## src/rtl/fm_logo_arbiter.sv

```systemverilog
// fm_logo_arbiter
// ---------------
// Shares the single-port FM logo RAM (1-cycle registered read, read-first on
// write) between the video fetch port and the CPU/MSX bus port.
//
// Video has priority. The CPU gets a guaranteed grant after CPU_STARVE_MAX
// consecutive deferred cycles. Read data returns to the owner of each read
// through a 2-deep tag pipeline. Valid pulses appear two cycles after
// acceptance, and back-to-back reads are fully pipelined.
//
// Configuration macro:
//   FM_LOGO_WRITE_EN  defined   : CPU writes reach the RAM.
//                     undefined : the RAM is write-protected ROM. CPU writes
//                                 are still acknowledged, but mem_wren is
//                                 held at 0.
//
// Ports:
//   clock, reset             system clock; synchronous active-high reset
//   vid_req/vid_addr         video read request and address
//   vid_ack                  video request accepted this cycle
//   vid_valid/vid_q          video read data, pulsed two cycles after accept
//   cpu_req/cpu_wr           CPU request; cpu_wr = 1 selects a write
//   cpu_addr/cpu_wdata       CPU address and write data
//   cpu_ack                  CPU request accepted this cycle
//   cpu_rvalid/cpu_rdata     CPU read data, pulsed two cycles after accept
//   mem_address/mem_data     RAM address and write data
//   mem_wren                 RAM write enable
//   mem_q                    RAM registered read data
module fm_logo_arbiter #(
  parameter int unsigned ADDR_W         = 14,
  parameter int unsigned DATA_W         = 8,
  parameter int unsigned CPU_STARVE_MAX = 4
) (
  input  logic              clock,
  input  logic              reset,
  input  logic              vid_req,
  input  logic [ADDR_W-1:0] vid_addr,
  output logic              vid_ack,
  output logic              vid_valid,
  output logic [DATA_W-1:0] vid_q,
  input  logic              cpu_req,
  input  logic              cpu_wr,
  input  logic [ADDR_W-1:0] cpu_addr,
  input  logic [DATA_W-1:0] cpu_wdata,
  output logic              cpu_ack,
  output logic              cpu_rvalid,
  output logic [DATA_W-1:0] cpu_rdata,
  output logic [ADDR_W-1:0] mem_address,
  output logic [DATA_W-1:0] mem_data,
  output logic              mem_wren,
  input  logic [DATA_W-1:0] mem_q
);

  typedef enum logic [1:0] {
    TagNone = 2'd0,
    TagVid  = 2'd1,
    TagCpu  = 2'd2
  } tag_e;

  localparam logic [3:0] StarveMax = 4'(CPU_STARVE_MAX);

  logic              vid_win;
  logic              cpu_win;
  logic [3:0]        starve_q;
  logic [3:0]        starve_d;
  logic [ADDR_W-1:0] addr_q;
  logic [ADDR_W-1:0] addr_d;
  tag_e              tag_d;
  // tag_q[0]: read accepted last cycle, so mem_q is valid now.
  // tag_q[1]: read data was captured last cycle, so valid is high now.
  tag_e              tag_q [2];

  // Grant decision. Video wins a conflict unless the CPU has waited long enough.
  always_comb begin
    vid_win = 1'b0;
    cpu_win = 1'b0;
    if (!reset) begin
      if (cpu_req && (!vid_req || (starve_q == StarveMax))) begin
        cpu_win = 1'b1;
      end else if (vid_req) begin
        vid_win = 1'b1;
      end
    end
  end

  assign vid_ack = vid_win;
  assign cpu_ack = cpu_win;

  // With no winner, the RAM address keeps the last granted address.
  always_comb begin
    addr_d = addr_q;
    if (vid_win) begin
      addr_d = vid_addr;
    end else if (cpu_win) begin
      addr_d = cpu_addr;
    end
  end

  assign mem_address = addr_d;
  assign mem_data    = cpu_win ? cpu_wdata : '0;

`ifdef FM_LOGO_WRITE_EN
  assign mem_wren = cpu_win & cpu_wr;
`else
  assign mem_wren = 1'b0;
`endif

  // Starvation counter. It counts consecutive cycles in which the CPU asked
  // but was not granted.
  always_comb begin
    starve_d = 4'd0;
    if (cpu_req && !cpu_win) begin
      starve_d = (starve_q == StarveMax) ? starve_q : starve_q + 4'd1;
    end
  end

  // Writes and idle cycles put a bubble in the read pipeline.
  always_comb begin
    tag_d = TagNone;
    if (vid_win) begin
      tag_d = TagVid;
    end else if (cpu_win && !cpu_wr) begin
      tag_d = TagCpu;
    end
  end

  always_ff @(posedge clock) begin
    if (reset) begin
      starve_q  <= 4'd0;
      addr_q    <= '0;
      tag_q[0]  <= TagNone;
      tag_q[1]  <= TagNone;
      vid_q     <= '0;
      cpu_rdata <= '0;
    end else begin
      starve_q <= starve_d;
      addr_q   <= addr_d;
      tag_q[0] <= tag_d;
      tag_q[1] <= tag_q[0];
      // Each data register updates only on a read by its own owner and
      // holds otherwise.
      if (tag_q[0] == TagVid) begin
        vid_q <= mem_q;
      end
      if (tag_q[0] == TagCpu) begin
        cpu_rdata <= mem_q;
      end
    end
  end

  assign vid_valid  = (tag_q[1] == TagVid);
  assign cpu_rvalid = (tag_q[1] == TagCpu);

endmodule

```

## config.mk

```make
export PLATFORM = sky130hd
export DESIGN_NAME = fm_logo_arbiter
export DESIGN_NICKNAME = d
export VERILOG_FILES = /design/src/rtl/fm_logo_arbiter.sv
export SDC_FILE = /design/constraint.sdc
export NUM_CORES = 1
export LEC_CHECK = 0
export ABC_AREA = 1
export CAP_MARGIN = 20
export CORE_AREA = 2 2 71 73
export CTS_CLUSTER_SIZE = 30
export DETAILED_ROUTE_END_ITERATION = 10
export DIE_AREA = 0 0 73 75
export PLACE_DENSITY = 0.77
export SYNTH_ARGS = -nofsm -noshare
export SYNTH_HDL_FRONTEND = slang
export SYNTH_SLANG_ARGS = --single-unit
```

## constraint.sdc

```tcl
create_clock -name clock -period 1.8 [get_ports clock]
set_input_delay 0.36 -clock clock [delete_from_list [all_inputs] [get_ports clock]]
set_output_delay 0.36 -clock clock [all_outputs]
set_load 0.01 [all_outputs]
```

==> results of run 1 <==
Yosys cell counts, drive strengths merged:
cell type	number	share of area, %
conb	1	0.21
o21ai	16	4.5
a21oi	1	0.28
nand3	31	9.0
buf	8	3.7
nand2	48	11
xnor2	1	0.49
ha	2	1.4
a211oi	1	0.70
clkinv	1	0.21
inv	51	11
nor2	67	15
dfxtp	38	43
clkbuf	2	0.42
metrics by stage:
| step | cells | hold WS, ns | TNS [ns] |
|---|---|---|---|
| global placement | 422 | 0.444 | -14.33 |
| CTS | 472 | 0.453 | -4.91 |
| detailed placement | 422 | 0.442 | -15.05 |
| floorplan | 268 | 0.426 | 0 |
| finish | 462 | 0.444 | -4.61 |
| global route | 462 | 0.477 | -6.28 |
flip-flops by register name (all words and copies together) (netlist names):
signal,flops
addr_q,14
cpu_rdata,8
starve_q,4
tag_q,4
vid_q,8
report_power, final:
part	total (mW)	internal (mW)	leakage (nW)	switching (mW)
clock	0.897	0.591	0.0714	0.306
sequential	0.909	0.886	0.313	0.0234
combinational	0.661	0.379	1.40	0.283
cell type report:
type | count | area (µm²)
Clock buffer | 6 | 82.6
Clock inverter | 2 | 60.1
Fill cell | 324 | 1070
Inverter | 52 | 213
Multi-Input combinational cell | 168 | 1050
Sequential cell | 38 | 763
Tap cell | 54 | 67.6
Timing Repair Buffer | 142 | 1360
cells by family (layout without fill, tap and decap cells):
family,Yosys count,after routing
DFF,38,38
adders and majority gates,2,2
xor gates and xnor gates,1,1
and+or+nand+nor,146,146
AOI/OAI and AO/OA,18,18
other,1,1
buffers and inverters,62,202
timing repair:
item | 4_1_cts | 5_1_grt
setup buffers | 40 | 5
pin swaps | 20 | 30
gates resized for setup | 152 | 60
hold buffers | 0 | 0
gates cloned | 2 | 0
setup endpoints to repair | 24 | 29
endpoints found under the hold margin | 0 | 0
cells in the final DEF (no fill, tap or decap), types with 2 or more instances in the layout:
master / count
nand2_4: 9
dlygate4sd2_1: 3
nand3_4: 3
nand2_2: 15
dfxtp_2: 2
inv_2: 9
buf_16: 2
inv_1: 41
nand3_1: 13
bufinv_16: 2
dfxtp_1: 36
nor2_2: 6
o21ai_0: 16
nor2_1: 57
clkbuf_8: 6
clkdlybuf4s15_2: 2
nand2_1: 21
buf_2: 13
buf_4: 34
buf_12: 3
buf_6: 22
nor2_4: 4
nand2_8: 3
clkdlybuf4s50_1: 63
nand3_2: 15
per-layer routing:
| metal | up-vias | global-route usage (%) | wire (µm) |
|---|---|---|---|
| met1 | 953 | 23.6 | 2260 |
| met5 | - | 0 | 0 |
| li1 | 1077 | - | - |
| met3 | 14 | 4.69 | 327 |
| met4 | 0 | 10.1 | 154 |
| met2 | 79 | 42.0 | 3210 |
final timing paths:
kind	from	end	depth (start not counted)
max	starve_q[0]	mem_address[11]	11
min	tag_q[0][0]	tag_q[0][2]	2
max reg2reg	starve_q[1]	addr_q[5]	15
min reg2reg	tag_q[0][0]	tag_q[0][2]	2
critical path, stage by stage (launching register included):
cell,delay [ns]
dfxtp_2,0.33
inv_2,0.06
ha_4,0.15
nand3_4,0.10
nand2_4,0.14
nand2_8,0.09
buf_16,0.16
nand2_4,0.05
nand3_2,0.07
nand2_2,0.09
inv_2,0.05
buf_6,0.11
==> impl_metrics.py, run 1 <==
metrics = {
    "routing": {
        "route.detailed.drc": 0,
        "vias": 2123,
        "drtIter0Drc": 71,
        "drt-total-wl_um": 5950,
        "wl_per_cell_um": 12.9,
        "antenna_left": 0,
        "routed_via_density": 4.60,
        "dr.pass1.iters": 4,
    },
    "yosys": {
        "synthAdderAreaFrac_pct": 1.41,
        "yosys.area_share.xor_xnor_pct": 0.493,
        "synth_seq_area_share_pct": 42.8,
        "syn_area_per_cell_um2": 6.63,
        "synthDistinctLibCells": 21,
        "synth.mux.area_fraction_pct": 0,
        "yosys.area_share.simple_pct": 34.6,
        "synth_top_family_by_area": "simple AND/OR/NAND/NOR gates",
        "syn_area_um2": 1780,
        "syn_inst": 268,
        "ys_seq_elements": 38,
        "synth_warnings": 0,
        "synth_compound_area_share_pct": 5.49,
        "synth_nets": 319,
    },
    "layout": {
        "design_area_um2": 3590,
        "antennaDiodeCount": 0,
        "fin_util_pct": 77.1,
        "finalNetCount": 458,
        "drive_above_1_share_pct": 37.7,
        "areaGrowthSynthToFinish_pct": 102,
    },
    "placed_design": {
        "place.gp.congestion": 0.828,
        "dp_hpwl_um": 3510,
        "placed_cell_area_um2": 2850,
        "port_buffers": 90,
        "pre_cts_slack_ns": -0.690,
    },
    "timing": {
        "setup_viol": 25,
        "slew_violations": 0,
        "hold_violations": 0,
        "final.period_utilization_pct": 115,
        "rsz0062_at_grt": "yes",
        "max_freq_mhz": 485,
        "period_minus_slack_ns": 2.06,
        "finClkSkew_ns": 0.0116,
        "setup_ws_ns": -0.262,
    },
    "grt": {
        "antenna_found_initial": 0,
        "grt_use_total_pct": 22.3,
        "grt_max_degree": 17,
        "grt_first_pass_wirelength_um": 9510,
        "grt_pass1_vias": 2158,
        "overflow": 0,
    },
    "clocking": {
        "cts_max_path_buffers": 2,
        "clock_tree.root_cell": "clkbuf_8",
        "htree_levels": 2,
        "clock_latency_ns": 0.29,
        "cts_buffers": 5,
        "clock-sinks": 38,
        "clk_pin_slew_ns": 0.08,
        "cts_tree": "yes",
    },
    "die": {
        "initial_core_util_pct": 38.1,
        "die_h_um": 75,
        "die_x_um": 73,
        "ioPinCount": 92,
        "dieArea_um2": 5480,
        "core_um2": 4660,
        "rows": 25,
    },
    "worst_hold_path": {
        "min-delay-path-class": "reg2reg",
    },
    "status": {
        "violations": "setup timing",
        "outcome": "complete, but fails checks",
    },
    "power_and_ir_drop": {
        "power.density_nw_per_um2": 687,
        "ir_worst_vdd_uv": 461,
        "report.power.total_mw": 2.47,
        "p_leak_nw": 1.78,
    },
    "worst_setup_path": {
        "r2r_setup_slack_ns": -0.09,
        "cp-start-kind": "register",
        "endpoint_kind": "output pin",
        "arrival_ns": 1.70,
        "crit_required_ns": 1.44,
        "path_class": "reg2out",
        "cp_max_fo": 6,
    },
    "run": {
        "maxCapViolCount": 0,
    },
}
Note: power is estimated with default switching activity, not from simulation.
==> run 2: changes to the inputs <==
--- a/config.mk
+++ b/config.mk
@@ -6,11 +6,11 @@
 export NUM_CORES = 1
 export LEC_CHECK = 0
 export ABC_AREA = 1
-export CAP_MARGIN = 20
-export CORE_AREA = 2 2 71 73
+export CAP_MARGIN = 30
+export CORE_AREA = 5 5 74 76
 export CTS_CLUSTER_SIZE = 30
 export DETAILED_ROUTE_END_ITERATION = 10
-export DIE_AREA = 0 0 73 75
+export DIE_AREA = 0 0 79 81
 export PLACE_DENSITY = 0.77
 export SYNTH_ARGS = -nofsm -noshare
 export SYNTH_HDL_FRONTEND = slang
==> impl_metrics.py, run 2 (synthesis gave the netlist of run 1 again) <==
metrics = {
    "worst_setup_path": {
        "crit_family": "buffers and inverters",
        "crit_required_ns": 2.02,
        "cp_num_buf_inv": 9,
        "crit_chain": "inv_2 > ha_4 > nand3_4 > clkinv_4 > nand2_4 > nand2_8 > buf_16 > nand3_2 > nand2_2 > buf_4 > buf_4 > buf_4 > buf_4 > buf_4 > buf_4 > nor2_1",
        "cp-start-kind": "register",
        "r2r_setup_slack_ns": -0.27,
        "cp_slowest_cell": "dfxtp_2",
        "arrival_ns": 2.29,
        "reg2reg_from": "starve_q[0]",
        "endpoint_kind": "register",
        "path_class": "reg2reg",
        "crit_top_cell": "buf_4",
        "cp_max_fo": 7,
        "cp-startpoint": "starve_q[0]",
        "critPathMaxStageDelay_ns": 0.34,
    },
    "power_and_ir_drop": {
        "power_report.internal_total_mw": 1.81,
        "p_leak_nw": 1.78,
        "seqPwrFrac_pct": 37.5,
        "clkPwrFrac_pct": 35.9,
        "power.switching_uw": 616,
        "report.power.total_mw": 2.43,
        "combPwrFrac_pct": 26.6,
        "swShare_pct": 25.4,
        "power.density_nw_per_um2": 689,
        "ir_worst_vdd_uv": 451,
    },
    "placed_design": {
        "port_buffers": 90,
        "dp_hpwl_um": 3900,
        "dp_cells": 423,
        "placed_cell_area_um2": 2860,
        "place.gp.congestion": 0.766,
    },
    "grt": {
        "grt_max_degree": 18,
        "grt_pass1_vias": 2000,
        "grt_first_pass_wirelength_um": 9360,
        "overflow": 0,
        "grt_use_total_pct": 18.2,
        "antenna_found_initial": 0,
    },
    "die": {
        "dieArea_um2": 6400,
        "die_x_um": 79,
        "rows": 25,
        "initial_core_util_pct": 38.1,
        "ioPinCount": 92,
        "core_um2": 4660,
        "die_h_um": 81,
    },
    "routing": {
        "antenna_left": 0,
        "wl_per_cell_um": 13.5,
        "routed_via_density": 4.58,
        "route.detailed.drc": 0,
        "vias": 2107,
        "dr.pass1.iters": 4,
        "drtIter0Drc": 117,
        "drt-total-wl_um": 6200,
    },
    "status": {
        "outcome": "complete, but fails checks",
        "violations": "setup timing",
    },
    "clocking": {
        "clock_latency_ns": 0.29,
        "clock-sinks": 38,
        "cts_max_path_buffers": 2,
        "clk_pin_slew_ns": 0.08,
        "hold_buffers": 0,
        "htree_levels": 2,
        "clock_tree.root_cell": "clkbuf_8",
        "cts_tree": "yes",
        "cts_buffers": 5,
    },
    "layout": {
        "finalNetCount": 456,
        "top_register": "addr_q",
        "design_area_um2": 3520,
        "drive_above_1_share_pct": 37.7,
        "antennaDiodeCount": 0,
        "largest_reg_flops": 14,
        "mostFrequentLayoutCells": "clkdlybuf4s50_1 (63), nor2_1 (57), buf_4 (42)",
        "top_regs": "addr_q: 14 flops, cpu_rdata: 8 flops, vid_q: 8 flops",
        "final_common_cell": "clkdlybuf4s50_1",
        "areaGrowthSynthToFinish_pct": 98.1,
        "fin_util_pct": 75.6,
        "layout.cells.non_filler": 460,
    },
    "timing": {
        "hold_violations": 0,
        "max_freq_mhz": 483,
        "finClkSkew_ns": 0.00589,
        "finalSetupTns_ns": -4.77,
        "setup_ws_ns": -0.268,
        "slew_violations": 0,
        "period_minus_slack_ns": 2.07,
        "setup_viol": 26,
        "rsz0062_at_grt": "yes",
        "final.period_utilization_pct": 115,
    },
    "worst_hold_path": {
        "hp-start": "tag_q[0][0]",
        "min-delay-path-class": "reg2reg",
    },
    "run": {
        "maxCapViolCount": 0,
    },
}
run 2: cell count changes in the layout (fill, tap and decap cells not counted), sizes merged:
cell | previous run | this run
clkdlybuf4s15 | 2 | 0
inv | 51 | 50
buf | 74 | 73
clkinv | 1 | 3
run 2: final timing paths:
path                 endpoint  cells past startpoint
setup / recovery    addr_q[2]                     16
hold / removal    tag_q[0][2]                      2
setup reg to reg    addr_q[2]                     16
hold reg to reg   tag_q[0][2]                      2
run 2: worst reg2reg max path, delay by kind of cell, from the launching register on:
kind	cells	cell delay (ns)
buffers and inverters	9	1.00
DFF	1	0.34
adders and majority gates	1	0.16
and+or+nand+nor	6	0.49
run 2: final cells by class:
type	instances	area, µm²
clock buffers	5	68.8
clock inverters	3	68.8
fillers	327	1140
inverters	52	213
multi-input cells	168	1010
flip-flops and latches	38	763
well taps	54	67.6
repair buffers	140	1330
run 2: repair_timing:
item                                    4_1_cts  5_1_grt
pin swaps                                     8       11
cloned                                        2        1
resized for setup                           142       64
buffers inserted                             19        9
endpoints found under the setup margin       24       27
run 2: per-stage QoR:
step | setup WS (ns) | hold slack [ns]
after floorplan | 0.108 | 0.426
after CTS | -0.223 | 0.459
after global placement | -0.661 | 0.443
after detailed placement | -0.686 | 0.447
after global routing | -0.391 | 0.486
final | -0.268 | 0.457
run 2: per-layer routing:
| layer | wire length (µm) | global-route usage [%] | vias to the layer above |
|---|---|---|---|
| met2 | 3260 | 32.8 | 85 |
| li1 | - | - | 1070 |
| met1 | 2370 | 20.7 | 945 |
| met5 | 0 | 0 | - |
| met4 | 81 | 5.84 | 0 |
| met3 | 488 | 5.43 | 7 |
run 2: power by group through the flow:
stage / Combinational (mW) / Sequential (mW) / Clock, mW
global route: 0.697 / 0.915 / 0.933
global placement: 0.475 / 0.919 / 0
CTS: 0.545 / 0.903 / 0.887
floorplan: 0.182 / 0.927 / 0
detailed placement: 0.482 / 0.921 / 0
finish: 0.645 / 0.911 / 0.870
==> run 3: changes to the inputs <==
--- a/config.mk
+++ b/config.mk
@@ -12,6 +12,7 @@
 export DETAILED_ROUTE_END_ITERATION = 10
 export DIE_AREA = 0 0 79 81
 export PLACE_DENSITY = 0.77
+export SKIP_LAST_GASP = 1
 export SYNTH_ARGS = -nofsm -noshare
 export SYNTH_HDL_FRONTEND = slang
 export SYNTH_SLANG_ARGS = --single-unit
==> impl_metrics.py, run 3 (synthesis gave the netlist of run 1 again) <==
metrics = {
    "timing": {
        "setup_viol": 26,
        "finalSetupTns_ns": -4.71,
        "holdWs_ns": 0.460,
        "finClkSkew_ns": 0.00497,
        "setup_ws_ns": -0.273,
        "period_minus_slack_ns": 2.07,
        "max_freq_mhz": 482,
        "rsz0062_at_grt": "yes",
        "final.period_utilization_pct": 115,
        "slew_violations": 0,
        "hold_violations": 0,
    },
    "worst_setup_path": {
        "arrival_ns": 1.71,
        "cp_max_fo": 7,
        "cp-start-kind": "register",
        "critPathMaxStageDelay_ns": 0.33,
        "crit_chain": "inv_2 > ha_4 > nand3_4 > nand2_8 > nand2_8 > buf_16 > nand2_2 > nand3_2 > nand2_2 > inv_1 > buf_2",
        "path_class": "reg2out",
        "cp_slowest_cell": "dfxtp_2",
        "crit_required_ns": 1.44,
        "endpoint_kind": "output pin",
    },
    "grt": {
        "grt_pass1_vias": 1964,
        "grt_first_pass_wirelength_um": 9200,
        "overflow": 0,
        "grt_max_degree": 18,
        "grt_use_total_pct": 17.9,
        "antenna_found_initial": 0,
    },
    "routing": {
        "drt-total-wl_um": 6530,
        "dr.pass1.iters": 4,
        "vias": 2138,
        "routed_via_density": 4.69,
        "drtIter0Drc": 97,
        "wl_per_cell_um": 14.3,
        "route.detailed.drc": 0,
        "antenna_left": 0,
    },
    "layout": {
        "largest_reg_flops": 14,
        "final_common_cell": "clkdlybuf4s50_1",
        "fin_util_pct": 75.6,
        "areaGrowthSynthToFinish_pct": 98.1,
        "top_regs": "addr_q: 14 flops, cpu_rdata: 8 flops, vid_q: 8 flops",
        "finalNetCount": 452,
        "top_register": "addr_q",
        "drive_above_1_share_pct": 37.8,
        "antennaDiodeCount": 0,
        "mostFrequentLayoutCells": "clkdlybuf4s50_1 (63), nor2_1 (57), inv_1 (40)",
    },
    "placed_design": {
        "place.gp.congestion": 0.766,
        "port_buffers": 90,
        "dp_hpwl_um": 3900,
    },
    "die": {
        "rows": 25,
        "ioPinCount": 92,
        "dieArea_um2": 6400,
        "die_x_um": 79,
        "core_um2": 4660,
        "die_h_um": 81,
        "initial_core_util_pct": 38.1,
    },
    "clocking": {
        "clock_tree.root_cell": "clkbuf_8",
        "cts_buffers": 5,
        "clock_latency_ns": 0.30,
        "clock-sinks": 38,
        "clk_pin_slew_ns": 0.08,
        "hold_buffers": 0,
        "cts_tree": "yes",
        "cts_max_path_buffers": 2,
        "htree_levels": 2,
    },
    "power_and_ir_drop": {
        "swShare_pct": 26.1,
        "power_report.internal_total_mw": 1.81,
        "seqPwrFrac_pct": 37.4,
        "clkPwrFrac_pct": 36.1,
        "power.density_nw_per_um2": 693,
        "power.switching_uw": 636,
        "combPwrFrac_pct": 26.5,
        "p_leak_nw": 1.77,
        "ir_worst_vdd_uv": 490,
    },
    "status": {
        "violations": "setup timing",
        "outcome": "complete, but fails checks",
    },
    "run": {
        "maxCapViolCount": 0,
    },
    "worst_hold_path": {
        "min-delay-path-class": "reg2reg",
    },
}
## run 3: metrics by stage
step	cells	cell area [µm²]	setup slack (ns)	total power, mW
after floorplan	268	1780	0.108	1.11
after global placement	423	2860	-0.661	1.39
after detailed placement	423	2860	-0.686	1.40
after CTS	452	3220	-0.301	2.33
after global routing	456	3520	-0.370	2.55
final	456	3520	-0.273	2.44
## run 3: repair_timing
item                                    4_1_cts  5_1_grt
endpoints found under the setup margin       24       27
pin swaps                                     8       19
setup buffers                                19        6
gates resized for setup                     128       79
cloned                                        2        2
## run 3: final timing paths
check / startpoint / end / slack [ns] / cells past startpoint
max: starve_q[0] / mem_address[7] / -0.27 / 11
min: tag_q[0][0] / tag_q[0][2] / 0.46 / 2
max reg2reg: starve_q[0] / addr_q[7] / -0.14 / 15
min reg2reg: tag_q[0][0] / tag_q[0][2] / 0.46 / 2
## run 3: layer usage
metal / vias up / global-route usage, % / wire, µm
met1: 952 / 20.4 / 2470
met3: 18 / 5.32 / 545
met4: 0 / 5.15 / 169
met2: 106 / 32.5 / 3340
li1: 1062 / - / -
met5: - / 0 / 0
## run 3: area by class of cell
cell class | count | area, µm²
timing repair buffer | 136 | 1300
fill | 335 | 1140
multi-input combinational | 168 | 1040
sequential | 38 | 763
inverter | 52 | 213
clock buffer | 5 | 68.8
clock inverter | 3 | 68.8
tap | 54 | 67.6
## run 3: power groups by stage
stage               Clock [mW]  Sequential, mW  Combinational [mW]
global route             0.936           0.917               0.701
detailed placement           0           0.921               0.482
floorplan                    0           0.927               0.182
finish                   0.881           0.912               0.648
global placement             0           0.919               0.475
CTS                      0.887           0.903               0.538
## run 3: worst max-delay path, delay by kind of cell (launching register included)
kind | cells | cell delay [ns]
simple gates | 6 | 0.53
flops | 1 | 0.33
fa+ha+maj | 1 | 0.14
buf+inv | 4 | 0.40
